## src/rtl/uart_tx_cfg.sv

```systemverilog
// Configurable UART transmitter: start bit, LSB-first data, optional parity, 1-2 stop bits.
// Bit timing is paced by an external oversampling tick; the serial line is a flop output.
module uart_tx_cfg #(
    parameter int NB_DATA    = 8,
    parameter int SB_TICK    = 16,
    parameter int PARITY_EN  = 0,
    parameter int PARITY_ODD = 0,
    parameter int NB_STOP    = 1
) (
    input  logic               i_clk,
    input  logic               i_reset,
    input  logic               i_tick,
    input  logic               i_valid,
    input  logic [NB_DATA-1:0] i_data,
    output logic               o_ready,
    output logic               o_tx_data,
    output logic               o_done
);

    localparam int TW = $clog2(SB_TICK);
    localparam int BW = $clog2(NB_DATA + 1);
    localparam logic [TW-1:0] TICK_LAST = TW'(SB_TICK - 1);
    localparam logic [BW-1:0] DATA_LAST = BW'(NB_DATA - 1);
    localparam logic [BW-1:0] STOP_LAST = BW'(NB_STOP - 1);

    typedef enum logic [2:0] {IDLE, START, DATA, PARITY, STOP} state_t;

    state_t             state, state_n;
    logic [TW-1:0]      tick_cnt, tick_cnt_n;
    logic [BW-1:0]      bit_cnt, bit_cnt_n;
    logic [NB_DATA-1:0] shreg, shreg_n;
    logic               par_bit, par_bit_n;
    logic               tx_reg, tx_n;
    logic               done_reg, done_n;
    logic               bit_end;

    function automatic logic frame_parity(input logic [NB_DATA-1:0] d);
        return (^d) ^ (PARITY_ODD != 0);
    endfunction

    assign bit_end = i_tick && (tick_cnt == TICK_LAST);

    always_comb begin
        state_n    = state;
        tick_cnt_n = tick_cnt;
        bit_cnt_n  = bit_cnt;
        shreg_n    = shreg;
        par_bit_n  = par_bit;
        done_n     = 1'b0;

        // Tick counting is shared by every non-idle state; the bit advances on the last tick.
        if (state != IDLE && i_tick) begin
            tick_cnt_n = bit_end ? '0 : tick_cnt + TW'(1);
        end

        case (state)
            IDLE: begin
                if (i_valid) begin
                    shreg_n    = i_data;
                    par_bit_n  = frame_parity(i_data);
                    tick_cnt_n = '0;
                    bit_cnt_n  = '0;
                    state_n    = START;
                end
            end
            START: begin
                if (bit_end) state_n = DATA;
            end
            DATA: begin
                if (bit_end) begin
                    shreg_n = shreg >> 1;
                    if (bit_cnt == DATA_LAST) begin
                        bit_cnt_n = '0;
                        state_n   = (PARITY_EN != 0) ? PARITY : STOP;
                    end else begin
                        bit_cnt_n = bit_cnt + BW'(1);
                    end
                end
            end
            PARITY: begin
                if (bit_end) state_n = STOP;
            end
            STOP: begin
                if (bit_end) begin
                    if (bit_cnt == STOP_LAST) begin
                        bit_cnt_n = '0;
                        done_n    = 1'b1;
                        state_n   = IDLE;
                    end else begin
                        bit_cnt_n = bit_cnt + BW'(1);
                    end
                end
            end
            default: state_n = IDLE;
        endcase

        // Line level is derived from the next state so the output flop carries it without delay.
        case (state_n)
            START:   tx_n = 1'b0;
            DATA:    tx_n = shreg_n[0];
            PARITY:  tx_n = par_bit_n;
            default: tx_n = 1'b1;
        endcase
    end

    always_ff @(posedge i_clk) begin
        if (i_reset) begin
            state    <= IDLE;
            tick_cnt <= '0;
            bit_cnt  <= '0;
            tx_reg   <= 1'b1;
            done_reg <= 1'b0;
        end else begin
            state    <= state_n;
            tick_cnt <= tick_cnt_n;
            bit_cnt  <= bit_cnt_n;
            tx_reg   <= tx_n;
            done_reg <= done_n;
        end
    end

    always_ff @(posedge i_clk) begin
        shreg   <= shreg_n;
        par_bit <= par_bit_n;
    end

    assign o_ready   = (state == IDLE);
    assign o_tx_data = tx_reg;
    assign o_done    = done_reg;

endmodule

```

## config.mk

```make
export PLATFORM = sky130hd
export DESIGN_NAME = uart_tx_cfg
export DESIGN_NICKNAME = d
export VERILOG_FILES = /design/src/rtl/uart_tx_cfg.sv
export SDC_FILE = /design/constraint.sdc
export NUM_CORES = 1
export LEC_CHECK = 0
export CORE_MARGIN = 3
export CORE_UTILIZATION = 40
export DETAILED_ROUTE_END_ITERATION = 6
export DONT_BUFFER_PORTS = 1
export GPL_TIMING_DRIVEN = 0
export PLACE_DENSITY = 0.57
export SYNTH_ARGS = -nofsm -noshare
export SYNTH_HDL_FRONTEND = slang
export SYNTH_SLANG_ARGS = --single-unit
```

## constraint.sdc

```tcl
create_clock -name i_clk -period 2 [get_ports i_clk]
set_input_delay 0.4 -clock i_clk [delete_from_list [all_inputs] [get_ports i_clk]]
set_output_delay 0.4 -clock i_clk [all_outputs]
set_load 0.005 [all_outputs]
```

==> out/qor.yml <==
outcome:
  status: "complete, no violations"
layout:
  final_cell_count_no_fill: 154
  fin_util: 0.4626
  fillCellCount: 284
  multi_input_area_um2: 655.6
  final_cell_area_mm2: 0.001309
  area_growth_pct: 7.393
  fin_nets: 139
  layout_common_cells: "15 x dfxtp_1, 7 x xnor2_1, 7 x a21oi_1, 7 x edfxtp_1"
  seqCellArea_um2: 510.5
  n_antenna_cell: 0
  layout_commonest_cell: "dfxtp_1"
  drive_above_1_share: 0.1220
timing:
  setup_viol: 0
  tns_ps: 0
  finalCritPeriodShare: 0.9061
  slew_headroom: 0.6802
  rsz0062_at_grt: "false"
  fmax_mhz: 551.8
  worstMarginPinSlew_ps: 475.7
  period_needed_ps: 1812
  finClkSkew_ps: 5.943
  final-max-slew-violation-count: 0
  hold_viol: 0
detailed_routing:
  drt-wirelength-per-cell_um: 15.75
  first_pass_iters: 4
  drt-total-wl_um: 2425
  vias: 924
  via_per_inst: 6.000
  drc: 0
  ant_nets: 0
  drtIter0Drc: 49
synth:
  yosysTopAreaCell: "dfxtp_1"
  ys_seq_area_frac: 0.4189
  ys.flop_type: "dfxtp_1"
  synthArstFlopShare: 0
  syn_area_mm2: 0.001219
  synth_cell_type_count: 45
  synth-seq-cells: 22
  postSynthCellCount: 120
  yosys_warnings: 0
  syn_area_per_cell_um2: 10.16
  syn-num-nets: 135
  synthTopCellsByArea: "dfxtp_1 25%, edfxtp_1 17%, xnor2_1 5.0%"
  synth.top_cell.area_share: 0.2464
  synth_edf_count: 7
clock_network:
  cts_htree_levels: 1
  clock-sinks: 22
  cts_root_buf: "clkbuf_4"
  cts_tree: "built"
  post-cts-setup-buffer-count: 0
  clk_pin_slew_ps: 130
  clkLatencyLatePin_ps: 310
  cts_made_buffers: 3
  cts_buffer_depth: 2
worst_setup_path:
  critPathKind: "reg2reg"
  reg2reg_from: "tick_cnt[0]"
  cp_data_arrival_time_ps: 2060
  cp.required_ps: 2250
  reg2reg_to: "bit_cnt[2]"
  cp-start-kind: "register"
  ff2ff_path_depth: 5
  setup.worst_path.end_class: "register"
  rrSetupSlack_ps: 190
  crit_fanout: 6
power_and_ir_drop:
  irDropWorstVdd_mv: 0.2867
  p_sw_frac: 0.2172
  seq_power_share: 0.530
  p_per_area_mw_per_mm2: 727.7
  p_switching_w: 0.0002068
  p_int_w: 0.0007456
  power_frac_clock: 0.358
  p_leak_nw: 0.4435
  p_comb_frac: 0.112
global_routing:
  grt_max_degree: 14
  grt_pass1_wl_um: 4098
  grt_usage: 0.1477
  grt_antenna_before_repair: 0
  grt_pass1_vias: 897
  grt_overflow: 0
job:
  maxCapViolCount: 0
die:
  die_w_um: 61.20
  die_y_um: 61.20
  start_util: 0.4308
  fp.dieArea_mm2: 0.003745
  core_mm2: 0.002829
  rows: 19
  num_io_pins: 15
placement:
  dp_hpwl_um: 1815
  io_buffers: 0
  place_inst: 151
  gp_congestion: 0.7455
  placed_cell_area_mm2: 0.001257
worst_hold_path:
  min_path_type: "in2reg"
  whs_path_depth: 1
  hold_path.startpoint: "i_reset"
  whs_endpoint: "o_done"
-- layer usage --
| layer | vias to the layer above | global-route usage | wire length (µm) |
|---|---|---|---|
| li1 | 463 | - | - |
| met1 | 447 | 0.2117 | 1238 |
| met2 | 12 | 0.2145 | 1064 |
| met3 | 2 | 0.02725 | 93 |
| met4 | 0 | 0.06502 | 28 |
| met5 | - | 0 | 0 |
-- worst max-delay path by stage --
stage / start / depth (start not counted) / to / slack [ps]
after floorplan: tick_cnt[0] / 6 / o_tx_data / 310
after global placement: tick_cnt[0] / 6 / o_tx_data / 80
after detailed placement: tick_cnt[0] / 6 / o_tx_data / 50
after CTS: tick_cnt[0] / 6 / o_tx_data / 30
after global routing: tick_cnt[0] / 5 / bit_cnt[2] / 30
final: tick_cnt[0] / 5 / bit_cnt[2] / 190
-- power by group through the flow --
stage | registers (W) | clock network, W | logic, W
floorplan | 0.000511 | 0 | 0.0000890
global placement | 0.000513 | 0 | 0.000105
detailed placement | 0.000514 | 0 | 0.000108
CTS | 0.000504 | 0.000358 | 0.000108
global route | 0.000508 | 0.000370 | 0.000120
finish | 0.000504 | 0.000341 | 0.000107
-- cell families after synthesis --
logic type / share of synthesized area
adders and majority gates: 0.03080
buffers and inverters: 0.04414
AOI/OAI and AO/OA: 0.1951
DFF: 0.4189
and+or+nand+nor: 0.2320
xor gates and xnor gates: 0.07085
muxes: 0.008214
-- critical path, cell delays in order, from the launching register on --
cell	delay [ps]
dfxtp_1	410
ha_1	250
nand4_1	170
o22a_4	270
or4b_1	500
a31oi_1	160
-- Yosys cell counts (2+ instances only) --
| cell | count |
|---|---|
| xnor2_1 | 7 |
| a22o_1 | 6 |
| or4b_1 | 2 |
| nor2_1 | 4 |
| inv_1 | 3 |
| and3_1 | 2 |
| nand2_1 | 4 |
| nor3_1 | 5 |
| o21ai_0 | 6 |
| nor4_1 | 2 |
| a31oi_1 | 2 |
| buf_6 | 2 |
| and2_1 | 2 |
| and3b_1 | 2 |
| a21oi_1 | 7 |
| edfxtp_1 | 7 |
| dfxtp_1 | 15 |
| nor3b_1 | 2 |
| o31ai_1 | 2 |
| nand2b_1 | 5 |
| clkbuf_1 | 4 |
| ha_1 | 3 |
| nand3_1 | 3 |
| a211oi_1 | 2 |
-- through the flow --
stage	hold slack [ps]	setup WS (ps)	power, W
global placement	463.7	84.21	0.0006181
global route	130.4	31.99	0.0009984
detailed placement	470.2	54.49	0.0006221
CTS	132.1	31.34	0.0009698
floorplan	446.8	312.7	0.0006000
finish	144.8	187.7	0.0009524
-- repair_timing --
action / in CTS / in global routing
setup endpoints to repair: 0 / 9
hold buffers: 0 / 0
gates resized for setup: 0 / 3
-- state kept, by name, summed over array words and instances, names as in the netlist --
| signal | flops |
|---|---|
| shreg | 8 |
| o_tx_data | 1 |
| o_done | 1 |
| par_bit | 1 |
| bit_cnt | 4 |
| tick_cnt | 4 |
| state | 3 |
-- area by class of cell --
| cell class | instances | area share |
|---|---|---|
| multi-input cells | 88 | 0.5010 |
| flip-flops and latches | 22 | 0.3901 |
| plain buffers | 6 | 0.03059 |
| well taps | 31 | 0.02964 |
| clock inverters | 1 | 0.02294 |
| clock buffers | 3 | 0.01721 |
| inverters | 3 | 0.008604 |
Note: power is estimated with default switching activity, not from simulation.
